**src/rtl/adder_share_arbiter_if.sv**
```systemverilog
// ---------------------------------------------------------------------------
// adder_share_arbiter_if
// Bus bundle between the requesting datapath stages, the arbiter and the
// shared combinational approximate adder core.
//   req_valid/req_ready : per-requester handshake (req_ready one-hot or zero)
//   req_a/req_b         : packed operands, requester i at [i*W +: W]
//   core_a/core_b       : operands driven to the shared core
//   core_sum            : combinational result returned by the core
//   resp_*              : single-entry output buffer with valid/ready
// The slave modport is the arbiter view; master is the surrounding view.
// ---------------------------------------------------------------------------
interface adder_share_arbiter_if #(
    parameter int NUM_REQ = 4,
    parameter int W       = 6
);
    localparam int ID_W = (NUM_REQ > 1) ? $clog2(NUM_REQ) : 1;

    logic [NUM_REQ-1:0]   req_valid;
    logic [NUM_REQ-1:0]   req_ready;
    logic [NUM_REQ*W-1:0] req_a;
    logic [NUM_REQ*W-1:0] req_b;
    logic [W-1:0]         core_a;
    logic [W-1:0]         core_b;
    logic [W-1:0]         core_sum;
    logic                 resp_valid;
    logic                 resp_ready;
    logic [ID_W-1:0]      resp_id;
    logic [W-1:0]         resp_sum;
    logic                 resp_mismatch;

    modport slave (
        input  req_valid, req_a, req_b, core_sum, resp_ready,
        output req_ready, core_a, core_b, resp_valid, resp_id, resp_sum,
               resp_mismatch
    );

    modport master (
        output req_valid, req_a, req_b, core_sum, resp_ready,
        input  req_ready, core_a, core_b, resp_valid, resp_id, resp_sum,
               resp_mismatch
    );
endinterface

```
**src/rtl/adder_share_arbiter.sv**
```systemverilog
// ---------------------------------------------------------------------------
// adder_share_arbiter
// Shares one external combinational approximate W-bit adder core among
// NUM_REQ requesters with round-robin arbitration. The granted operands are
// driven to the core in the handshake cycle and the result is captured into
// a single-entry output buffer. An exact sum is computed alongside, so the
// buffer can hold either the exact or the approximate result, and every
// result whose core_sum differs from the exact sum bumps a saturating
// mismatch counter.
// Ports:
//   clk        : system clock, rising edge
//   rst_n      : asynchronous active-low reset
//   bus        : adder_share_arbiter_if.slave (requests, core, response)
//   mode_exact : 1 = return exact sum, 0 = return core_sum (sampled at handshake)
//   err_clr    : synchronous clear of err_cnt, wins over an increment
//   err_cnt    : saturating count of mismatching results
// ---------------------------------------------------------------------------
module adder_share_arbiter #(
    parameter int NUM_REQ = 4,
    parameter int W       = 6,
    parameter int ERR_W   = 16
) (
    input  logic                  clk,
    input  logic                  rst_n,
    adder_share_arbiter_if.slave  bus,
    input  logic                  mode_exact,
    input  logic                  err_clr,
    output logic [ERR_W-1:0]      err_cnt
);
    localparam int ID_W = (NUM_REQ > 1) ? $clog2(NUM_REQ) : 1;
    localparam logic [ERR_W-1:0] ERR_MAX  = {ERR_W{1'b1}};
    localparam logic [ID_W-1:0]  LAST_IDX = ID_W'(NUM_REQ - 1);

    typedef enum logic {
        EMPTY = 1'b0,
        FULL  = 1'b1
    } state_t;

    state_t               state_q;
    logic [ID_W-1:0]      ptr_q;
    logic [ID_W-1:0]      ptr_d;
    logic [ID_W-1:0]      resp_id_q;
    logic [W-1:0]         resp_sum_q;
    logic                 resp_mismatch_q;
    logic [ERR_W-1:0]     err_cnt_q;
    logic [ERR_W-1:0]     err_cnt_d;

    logic [ID_W-1:0]      grant_idx;
    logic                 grant_found;
    logic                 slot_free;
    logic                 hs;
    logic [NUM_REQ-1:0]   req_ready_d;
    logic [W-1:0]         op_a;
    logic [W-1:0]         op_b;
    logic [W-1:0]         exact_sum;
    logic                 mismatch;
    logic [W-1:0]         sum_sel;

    // Round-robin search: first valid requester at or above the pointer,
    // wrapping modulo NUM_REQ (works for non-power-of-two NUM_REQ too).
    always_comb begin
        int              idx;
        logic [ID_W-1:0] idx_w;
        grant_found = 1'b0;
        grant_idx   = '0;
        idx         = 0;
        idx_w       = '0;
        for (int k = 0; k < NUM_REQ; k++) begin
            idx   = (int'(ptr_q) + k) % NUM_REQ;
            idx_w = ID_W'(idx);
            if (!grant_found && bus.req_valid[idx_w]) begin
                grant_found = 1'b1;
                grant_idx   = idx_w;
            end
        end
    end

    // The slot can accept when empty, or when full and draining this cycle.
    // rst_n gates the handshake so req_ready stays low while reset is held.
    assign slot_free = (state_q == EMPTY) || bus.resp_ready;
    assign hs        = rst_n && slot_free && grant_found;

    always_comb begin
        req_ready_d = '0;
        op_a        = '0;
        op_b        = '0;
        if (hs) begin
            req_ready_d[grant_idx] = 1'b1;
            op_a = bus.req_a[grant_idx*W +: W];
            op_b = bus.req_b[grant_idx*W +: W];
        end
    end

    // W-bit modulo addition; the carry-out is intentionally dropped.
    assign exact_sum = op_a + op_b;
    assign mismatch  = (bus.core_sum != exact_sum);
    assign sum_sel   = mode_exact ? exact_sum : bus.core_sum;

    assign ptr_d = (grant_idx == LAST_IDX) ? '0 : grant_idx + 1'b1;

    always_comb begin
        err_cnt_d = err_cnt_q;
        if (err_clr) begin
            err_cnt_d = '0;
        end else if (hs && mismatch && (err_cnt_q != ERR_MAX)) begin
            err_cnt_d = err_cnt_q + 1'b1;
        end
    end

    // Buffer FSM plus capture registers. A handshake while FULL is a
    // drain-and-refill, so FULL stays FULL and the new result replaces it.
    always_ff @(posedge clk or negedge rst_n) begin
        if (!rst_n) begin
            state_q         <= EMPTY;
            ptr_q           <= '0;
            resp_id_q       <= '0;
            resp_sum_q      <= '0;
            resp_mismatch_q <= 1'b0;
            err_cnt_q       <= '0;
        end else begin
            err_cnt_q <= err_cnt_d;
            if (hs) begin
                resp_id_q       <= grant_idx;
                resp_sum_q      <= sum_sel;
                resp_mismatch_q <= mismatch;
                ptr_q           <= ptr_d;
            end
            case (state_q)
                EMPTY: begin
                    if (hs) begin
                        state_q <= FULL;
                    end
                end
                FULL: begin
                    if (!hs && bus.resp_ready) begin
                        state_q <= EMPTY;
                    end
                end
                default: state_q <= EMPTY;
            endcase
        end
    end

    assign bus.req_ready     = req_ready_d;
    assign bus.core_a        = op_a;
    assign bus.core_b        = op_b;
    assign bus.resp_valid    = (state_q == FULL);
    assign bus.resp_id       = resp_id_q;
    assign bus.resp_sum      = resp_sum_q;
    assign bus.resp_mismatch = resp_mismatch_q;
    assign err_cnt           = err_cnt_q;
endmodule
```
**src/flat_wrapper.sv**
```systemverilog
// flat-port wrapper written by rule: the top's interface ports become plain ports
module adder_share_arbiter_flat 
#(
    parameter int NUM_REQ = 4,
    parameter int W       = 6,
    parameter int ERR_W   = 16
)
  (clk, rst_n, mode_exact, err_clr, err_cnt, bus_req_valid, bus_req_a, bus_req_b, bus_core_sum, bus_resp_ready, bus_req_ready, bus_core_a, bus_core_b, bus_resp_valid, bus_resp_id, bus_resp_sum, bus_resp_mismatch);
  adder_share_arbiter_if #(.NUM_REQ(NUM_REQ), .W(W)) bus_i ();
  input  logic clk;
  input  logic rst_n;
  input  logic mode_exact;
  input  logic err_clr;
  output logic [ERR_W-1:0] err_cnt;
  input wire logic [$bits(bus_i.req_valid)-1:0] bus_req_valid;
  input wire logic [$bits(bus_i.req_a)-1:0] bus_req_a;
  input wire logic [$bits(bus_i.req_b)-1:0] bus_req_b;
  input wire logic [$bits(bus_i.core_sum)-1:0] bus_core_sum;
  input wire logic [$bits(bus_i.resp_ready)-1:0] bus_resp_ready;
  output wire logic [$bits(bus_i.req_ready)-1:0] bus_req_ready;
  output wire logic [$bits(bus_i.core_a)-1:0] bus_core_a;
  output wire logic [$bits(bus_i.core_b)-1:0] bus_core_b;
  output wire logic [$bits(bus_i.resp_valid)-1:0] bus_resp_valid;
  output wire logic [$bits(bus_i.resp_id)-1:0] bus_resp_id;
  output wire logic [$bits(bus_i.resp_sum)-1:0] bus_resp_sum;
  output wire logic [$bits(bus_i.resp_mismatch)-1:0] bus_resp_mismatch;
  assign bus_i.req_valid = bus_req_valid;
  assign bus_i.req_a = bus_req_a;
  assign bus_i.req_b = bus_req_b;
  assign bus_i.core_sum = bus_core_sum;
  assign bus_i.resp_ready = bus_resp_ready;
  assign bus_req_ready = bus_i.req_ready;
  assign bus_core_a = bus_i.core_a;
  assign bus_core_b = bus_i.core_b;
  assign bus_resp_valid = bus_i.resp_valid;
  assign bus_resp_id = bus_i.resp_id;
  assign bus_resp_sum = bus_i.resp_sum;
  assign bus_resp_mismatch = bus_i.resp_mismatch;
  adder_share_arbiter #(.NUM_REQ(NUM_REQ), .W(W), .ERR_W(ERR_W)) u_core (.clk(clk), .rst_n(rst_n), .bus(bus_i), .mode_exact(mode_exact), .err_clr(err_clr), .err_cnt(err_cnt));
endmodule
```
**config.mk**
```make
export PLATFORM = sky130hd
export DESIGN_NAME = adder_share_arbiter_flat
export DESIGN_NICKNAME = d
export VERILOG_FILES = /design/src/rtl/adder_share_arbiter_if.sv /design/src/rtl/adder_share_arbiter.sv /design/src/flat_wrapper.sv
export SDC_FILE = /design/constraint.sdc
export NUM_CORES = 1
export LEC_CHECK = 0
export CORE_MARGIN = 2
export CORE_UTILIZATION = 40
export DETAILED_ROUTE_END_ITERATION = 7
export PLACE_DENSITY = 0.77
export SYNTH_ARGS = -nofsm -noshare
export SYNTH_HDL_FRONTEND = slang
export SYNTH_SLANG_ARGS = --single-unit
```
**constraint.sdc**
```tcl
create_clock -name clk -period 4.75 [get_ports clk]
set_input_delay 0.7125 -clock clk [delete_from_list [all_inputs] [get_ports clk]]
set_output_delay 0.7125 -clock clk [all_outputs]
set_load 0.1 [all_outputs]
```
==> After elaboration in Yosys (flattened, before gate mapping) <==
Index checks and enable logic that the tools add are counted.
{ "totals": {"ramBits": 0, "n_memories": 0, "rom_bits": 0, "latch_bits": 0, "reg_bits": 28, "wordCells": 68, "input_bits": 63} }
{ "op_classes": {"multipliers": 1, "add_sub_neg": 6, "muxes": 28, "n_eq_ne": 3, "div": 0, "magnitude_cmp": 6, "shift": 2, "bitwise": 1, "reduce_logical": 15} }
{ "op_table": {"columns": ["op", "n"], "rows": [
  ["$shiftx A24 B6 Y6", 2],
  ["$mux W16", 2],
  ["$mux W6", 3],
  ["$add A16 B1 Y16 const B", 1],
  ["$ne A16 B16 Y1 const B", 1],
  ["$lt A2 B3 Y1 const B", 5],
  ["$mux W1", 11],
  ["$mux W2", 5],
  ["$logic_and A1 B1 Y1", 9],
  ["$bmux W1 S2", 4],
  ["$add A6 B6 Y6", 1],
  ["$ne A6 B6 Y1", 1],
  ["$add A2 B1 Y2 const B", 2],
  ["$add A2 B2 Y2 const B", 2],
  ["$logic_not A1 Y1", 4],
  ["$mul A2 B2 Y4 const B", 1],
  ["$mux W4", 1],
  ["$demux W1 S2", 1],
  ["$eq A2 B2 Y1 const B", 1],
  ["$ge A2 B1 Y1 const B", 1],
  ["$pmux W1 S2", 1],
  ["$reduce_bool A2 Y1", 1],
  ["$logic_or A1 B1 Y1", 1],
  ["$not A1 Y1", 1]
]} }

==> Logic depth before layout (Yosys ltp) <==
{ "depth": {"word_depth": 21, "mapped_depth": 20} }

==> Worst setup path before layout <==
No wires, ideal clock.
{ "synth_path": {"kind": "input-to-reg", "start": "input port bus_req_valid[2]", "end": "register u_core.err_cnt_q[1] (netlist: u_core.err_cnt[1])", "path_slack_ns": -2.122, "setup_time_ns": 0.132, "arrival_ns": 6.740, "cell_stages": 19, "required_ns": 4.618, "path_buffers": 3, "cell_sequence": "nor2b_1 -> or4b_4 -> nand2_2 -> buf_1 -> nand2_1 -> and3_1 -> a311oi_1 -> ha_1 -> nand3_1 -> a21boi_0 -> o21ai_0 -> nand2b_1 -> xnor2_1 -> xnor3_2 -> o21ai_2 -> buf_6 -> buf_4 -> mux2i_1 -> nor2_1"} }
{ "synth_between": {"elab_chain_len": 20} }
{ "synth_lines": {"columns": ["item", "line", "source"], "rows": [
  ["start, declared", "flat_wrapper.sv:15", "input wire logic [$bits(bus_i.req_valid)-1:0] bus_req_valid;"],
  ["$bmux W1 S2", "adder_share_arbiter.sv:71", "if (!grant_found && bus.req_valid[idx_w]) begin"],
  ["$mux W1 (not written as such)", "adder_share_arbiter.sv:71", null],
  ["$mux W1", "adder_share_arbiter.sv:71", null],
  ["$logic_not A1 Y1", "adder_share_arbiter.sv:71", null],
  ["$logic_and A1 B1 Y1", "adder_share_arbiter.sv:71", null],
  ["$mux W1", "adder_share_arbiter.sv:71", null],
  ["$logic_not A1 Y1", "adder_share_arbiter.sv:71", null],
  ["$logic_and A1 B1 Y1", "adder_share_arbiter.sv:71", null],
  ["(+4 left out)", null, null],
  ["$mul A2 B2 Y4", "adder_share_arbiter.sv:89", "op_a = bus.req_a[grant_idx*W +: W];"],
  ["$shiftx A24 B6 Y6", "adder_share_arbiter.sv:89", null],
  ["$mux W6 (*)", "adder_share_arbiter.sv:87", "if (hs) begin"],
  ["named net bus_core_a[1]", "flat_wrapper.sv:21", "output wire logic [$bits(bus_i.core_a)-1:0] bus_core_a;"],
  ["$add A6 B6 Y6 (*)", "adder_share_arbiter.sv:95", "assign exact_sum = op_a + op_b;"],
  ["$ne A6 B6 Y1 (*)", "adder_share_arbiter.sv:96", "assign mismatch = (bus.core_sum != exact_sum);"],
  ["$logic_and A1 B1 Y1 (*) (2 in series)", "adder_share_arbiter.sv:105", "end else if (hs && mismatch && (err_cnt_q != ERR_MAX)) begin"],
  ["$reduce_bool A2 Y1 (no line) (*)", null, null],
  ["end signal, assigned", "adder_share_arbiter.sv:121", "err_cnt_q <= err_cnt_d;"],
  ["end, declared", "adder_share_arbiter.sv:45", "logic [ERR_W-1:0] err_cnt_q;"]
]} }
Mark *: on every way through the listed nets, which the timed path passes. The rest lies on a longest branch. The select of a mux whose other input is x is not followed.
A chain may end at the register's enable or synchronous reset.

==> Final worst setup path <==
{ "layout_path": {"start": "input port bus_req_valid[2]", "end": "register u_core.err_cnt_q[11] (netlist: u_core.err_cnt[11])"} }
{ "layout_between": {"elab_chain_len": 20} }
{ "layout_lines": {"columns": ["item", "line"], "rows": [
  ["$bmux W1 S2", "adder_share_arbiter.sv:71"],
  ["$mux W1 (not written as such)", "adder_share_arbiter.sv:71"],
  ["$mux W1", "adder_share_arbiter.sv:71"],
  ["$logic_not A1 Y1", "adder_share_arbiter.sv:71"],
  ["$logic_and A1 B1 Y1", "adder_share_arbiter.sv:71"],
  ["$mux W1", "adder_share_arbiter.sv:71"],
  ["$logic_not A1 Y1", "adder_share_arbiter.sv:71"],
  ["$logic_and A1 B1 Y1", "adder_share_arbiter.sv:71"],
  ["(+3 left out)", null],
  ["$mux W2", "adder_share_arbiter.sv:71"],
  ["$mul A2 B2 Y4", "adder_share_arbiter.sv:89, adder_share_arbiter.sv:90"],
  ["$shiftx A24 B6 Y6 (on tied branches)", "adder_share_arbiter.sv:89, adder_share_arbiter.sv:90"],
  ["$mux W6", "adder_share_arbiter.sv:87"],
  ["$add A6 B6 Y6", "adder_share_arbiter.sv:95"],
  ["$ne A6 B6 Y1", "adder_share_arbiter.sv:96"],
  ["$logic_and A1 B1 Y1 (*) (2 in series)", "adder_share_arbiter.sv:105"],
  ["$reduce_bool A2 Y1 (no line) (*)", null]
]} }
Mark *: on every way between the ends. The rest lies on a longest branch, timed or not. The select of a mux whose other input is x is not followed.

==> impl_metrics.ini <==
[worst_setup_path]
timing.rr.start = u_core.ptr_q[1]
r2r_end = u_core.err_cnt[11]
crit_top_cell = buf_4
cp-end-kind = register
critPathLaunchType = input pin
critPathArrivalTime_ns = 4.74
crit_fanout = 7
critPathMaxStageDelay_ns = 0.53
reg2regPathDepth = 16
r2r_slack_ns = 0.68
crit_chain = clkdlybuf4s50_1, nor2b_4, or4b_4, nand2_4, clkinvlp_4, buf_4, nand2_1, a311oi_4, buf_4, fa_1, a21o_1, a21oi_2, xnor2_2, xnor2_1, nand4_1, nor2_4, nor4_1, mux2_1
crit_required_ns = 4.91
crit_start = bus_req_valid[2]
setup.worst_path.end = u_core.err_cnt[11]
crit_slowest_cell = or4b_4
crit_type = input pin to register

[logic_synthesis]
synth_top_area_cell = dfrtp_1
synth_xor_area_share_pct = 5.33
syn_area_per_cell_um2 = 8.14
synthMuxAreaShare_pct = 5.55
synth_seq_cells = 28
synth_compound_area_share_pct = 17.3
yosysSeqAreaShare_pct = 31.1
synth-simple-area-share_pct = 30.3
syn-num-nets = 351
synth_edf_count = 0
ys_types = 49
synth_fa_ha_area_share_pct = 6.44
async_flop_share_pct = 100
ys_warn_count = 0
synth_area_um2 = 2250
yosys-top-cells-area = dfrtp_1, nand2_1, ha_1
yosys.area.top_type_share_pct = 31.1
synth_top_family_by_area = simple AND/OR/NAND/NOR gates
ys.flop_type = dfrtp_1
syn_inst = 277

[drt]
vias_per_cell = 5.42
wl_mm = 6.97
drt-pass1-iter-count = 4
routedWlPerCell_um = 14.8
vias = 2556
postRouteAntennaNets = 0
drt-initial-drc-count = 111
drc = 0

[power_and_ir_drop]
p_leak_nw = 1.72
peakVddDrop_mv = 0.360
cellPowerDensity_nw_per_um2 = 458

[global_routing]
antenna_found_initial = 0
grt_usage_pct = 22.1
grt_max_degree = 29
grt-ovfl-total = 0
grt_pass1_vias = 2474
grt_pass1_wl_mm = 11.2

[timing]
fmax_mhz = 219
worst_slew_pin_slew_ns = 0.994
min_period_ns = 4.57
finClkSkew_ns = 0.00835
slew_violations = 0
post-route-period-util_pct = 96.3
fin_ws_ns = 0.176
setup_viol = 0
slew_headroom_pct = 33.5
finalHoldViolCount = 0

[clock_tree]
cts-root-buf = clkbuf_8
cts_buffers = 3
htree_levels = 1
cts.reportedPaths.clkPinSlew_ns = 0.09
max-clock-path-buffers = 2
clock-sinks = 28
tritoncts = yes
clock_latency_ns = 0.28

[floorplan]
core.rowCount = 27
die_w_um = 79.1
num_io_pins = 105
core_um2 = 5470
die_area_um2 = 6250
die_h_um = 79.1
start_util_pct = 41.2

[final_layout]
diodes = 0
fin_util_pct = 74.3
area_growth_pct = 80.5
fin_nets = 475
multi_input_area_um2 = 1720
fillers = 420
drive_above_1_share_pct = 20.8
final-seq-area_um2 = 701

[place]
port_buffers = 104
place.gp.congestion = 0.870
dpl.hpwl_mm = 5.69
post-place-ws_ns = -0.158

[outcome]
status = finished, final reports clean

[worst_hold_path]
hold_path_class = register to register

[flow_run]
drv_cap = 0
[timing repair]
| action | in CTS | in global routing |
|---|---|---|
| endpoints found under the hold margin | 0 | 0 |
| buffers inserted | 0 | 2 |
| hold buffers | 0 | 0 |
| setup endpoints to repair | 0 | 4 |
| gates resized for setup | 0 | 12 |
[per-layer routing]
metal / up-vias / share of wire [%] / GRT usage [%]
met5: - / 0 / 0
met4: 0 / 1.5 / 6.72
met3: 13 / 8.1 / 5.68
met2: 111 / 51 / 38.8
met1: 1190 / 40 / 26.3
li1: 1242 / - / -
[report_power, final]
part           internal (mW)  total, mW  switching (mW)
sequential             0.272      0.306          0.0337
clock                  0.113      0.189          0.0765
combinational          0.526       1.37           0.841
[registers in the layout, summed over array words and instances (netlist names)]
name and cells:
u_core.bus.resp_id 2, u_core.bus.resp_valid 1, u_core.ptr_q 2, u_core.bus.resp_mismatch 1
u_core.err_cnt 16, u_core.bus.resp_sum 6
[cells in the mapped netlist, types with 2 or more instances]
| cell type | instances |
|---|---|
| a21oi_1 | 12 |
| o21ai_1 | 6 |
| or4_1 | 4 |
| and2_1 | 7 |
| nand4_1 | 3 |
| xnor2_1 | 5 |
| a311oi_1 | 11 |
| nand3_1 | 10 |
| nor4_1 | 3 |
| o31ai_1 | 4 |
| or3_1 | 6 |
| o21ai_0 | 10 |
| mux2i_1 | 8 |
| nand2b_1 | 3 |
| o41ai_1 | 3 |
| and3_1 | 13 |
| ha_1 | 10 |
| a21o_1 | 2 |
| nor2_1 | 11 |
| nor2b_1 | 8 |
| mux2_1 | 2 |
| dfrtp_1 | 28 |
| nand2_1 | 61 |
| buf_1 | 4 |
| clkbuf_1 | 8 |
| xor2_1 | 6 |
| inv_1 | 7 |
[through the flow]
step	area (um2)	cells	TNS, ns	power, mW	hold slack, ns
detailed placement	3950	466	-0.770	1.65	0.470
global route	4070	472	-0.0125	1.96	0.525
floorplan	2500	277	-0.557	1.22	0.417
global placement	3950	466	0	1.63	0.469
finish	4070	472	0	1.86	0.483
CTS	4020	470	0	1.84	0.493
[logic make-up (layout without fill, tap and decap cells)]
kind of cell,Yosys count,count (layout)
AND/OR/NAND/NOR,137,137
AO/OA/AOI/OAI,57,57
flip-flops,28,28
buffers and inverters,21,144
XOR/XNOR,12,12
adder cells (fa/ha/maj),11,11
multiplexers,11,11
[area by class of cell]
cell class / instances / share of cell area [%]
clock buffers: 3 / 1.02
clock inverters: 1 / 0.738
inverters: 7 / 0.738
multi-input cells: 228 / 42.4
flip-flops and latches: 28 / 17.2
well taps: 72 / 2.21
repair buffers: 133 / 35.7
[worst max-delay path, delay by kind of cell]
| kind | cells | cell delay, ns |
|---|---|---|
| AND/OR/NAND/NOR | 7 | 1.54 |
| buffers and inverters | 4 | 0.97 |
| AO/OA/AOI/OAI | 3 | 0.46 |
| adder cells (fa/ha/maj) | 1 | 0.45 |
| multiplexers | 1 | 0.36 |
| XOR/XNOR | 2 | 0.24 |
[worst min-delay path by stage]
stage,endpoint,slack [ns],cells past startpoint,startpoint
global route,u_core.bus.resp_sum[0],0.53,2,u_core.bus.resp_sum[0]
detailed placement,u_core.bus.resp_id[0],0.47,2,u_core.bus.resp_id[0]
finish,u_core.bus.resp_sum[1],0.48,2,u_core.bus.resp_sum[1]
CTS,u_core.bus.resp_id[0],0.49,2,u_core.bus.resp_id[0]
global placement,u_core.bus.resp_id[0],0.47,2,u_core.bus.resp_id[0]
floorplan,u_core.bus.resp_id[0],0.42,0,rst_n
[placed cells by master, fill, tap and decap left out, drive strengths merged, types with 4 or more instances in the layout]
master	n
and2	7
a21oi	12
or3	6
xnor2	5
inv	6
clkdlybuf4s50	85
mux2i	9
dfrtp	28
xor2	6
ha	10
o31ai	4
a311oi	11
nand3	10
nor2b	8
o21ai	17
or4	5
buf	45
nand2	62
and3	13
nor2	12
Note: power is estimated with default switching activity, not from simulation.
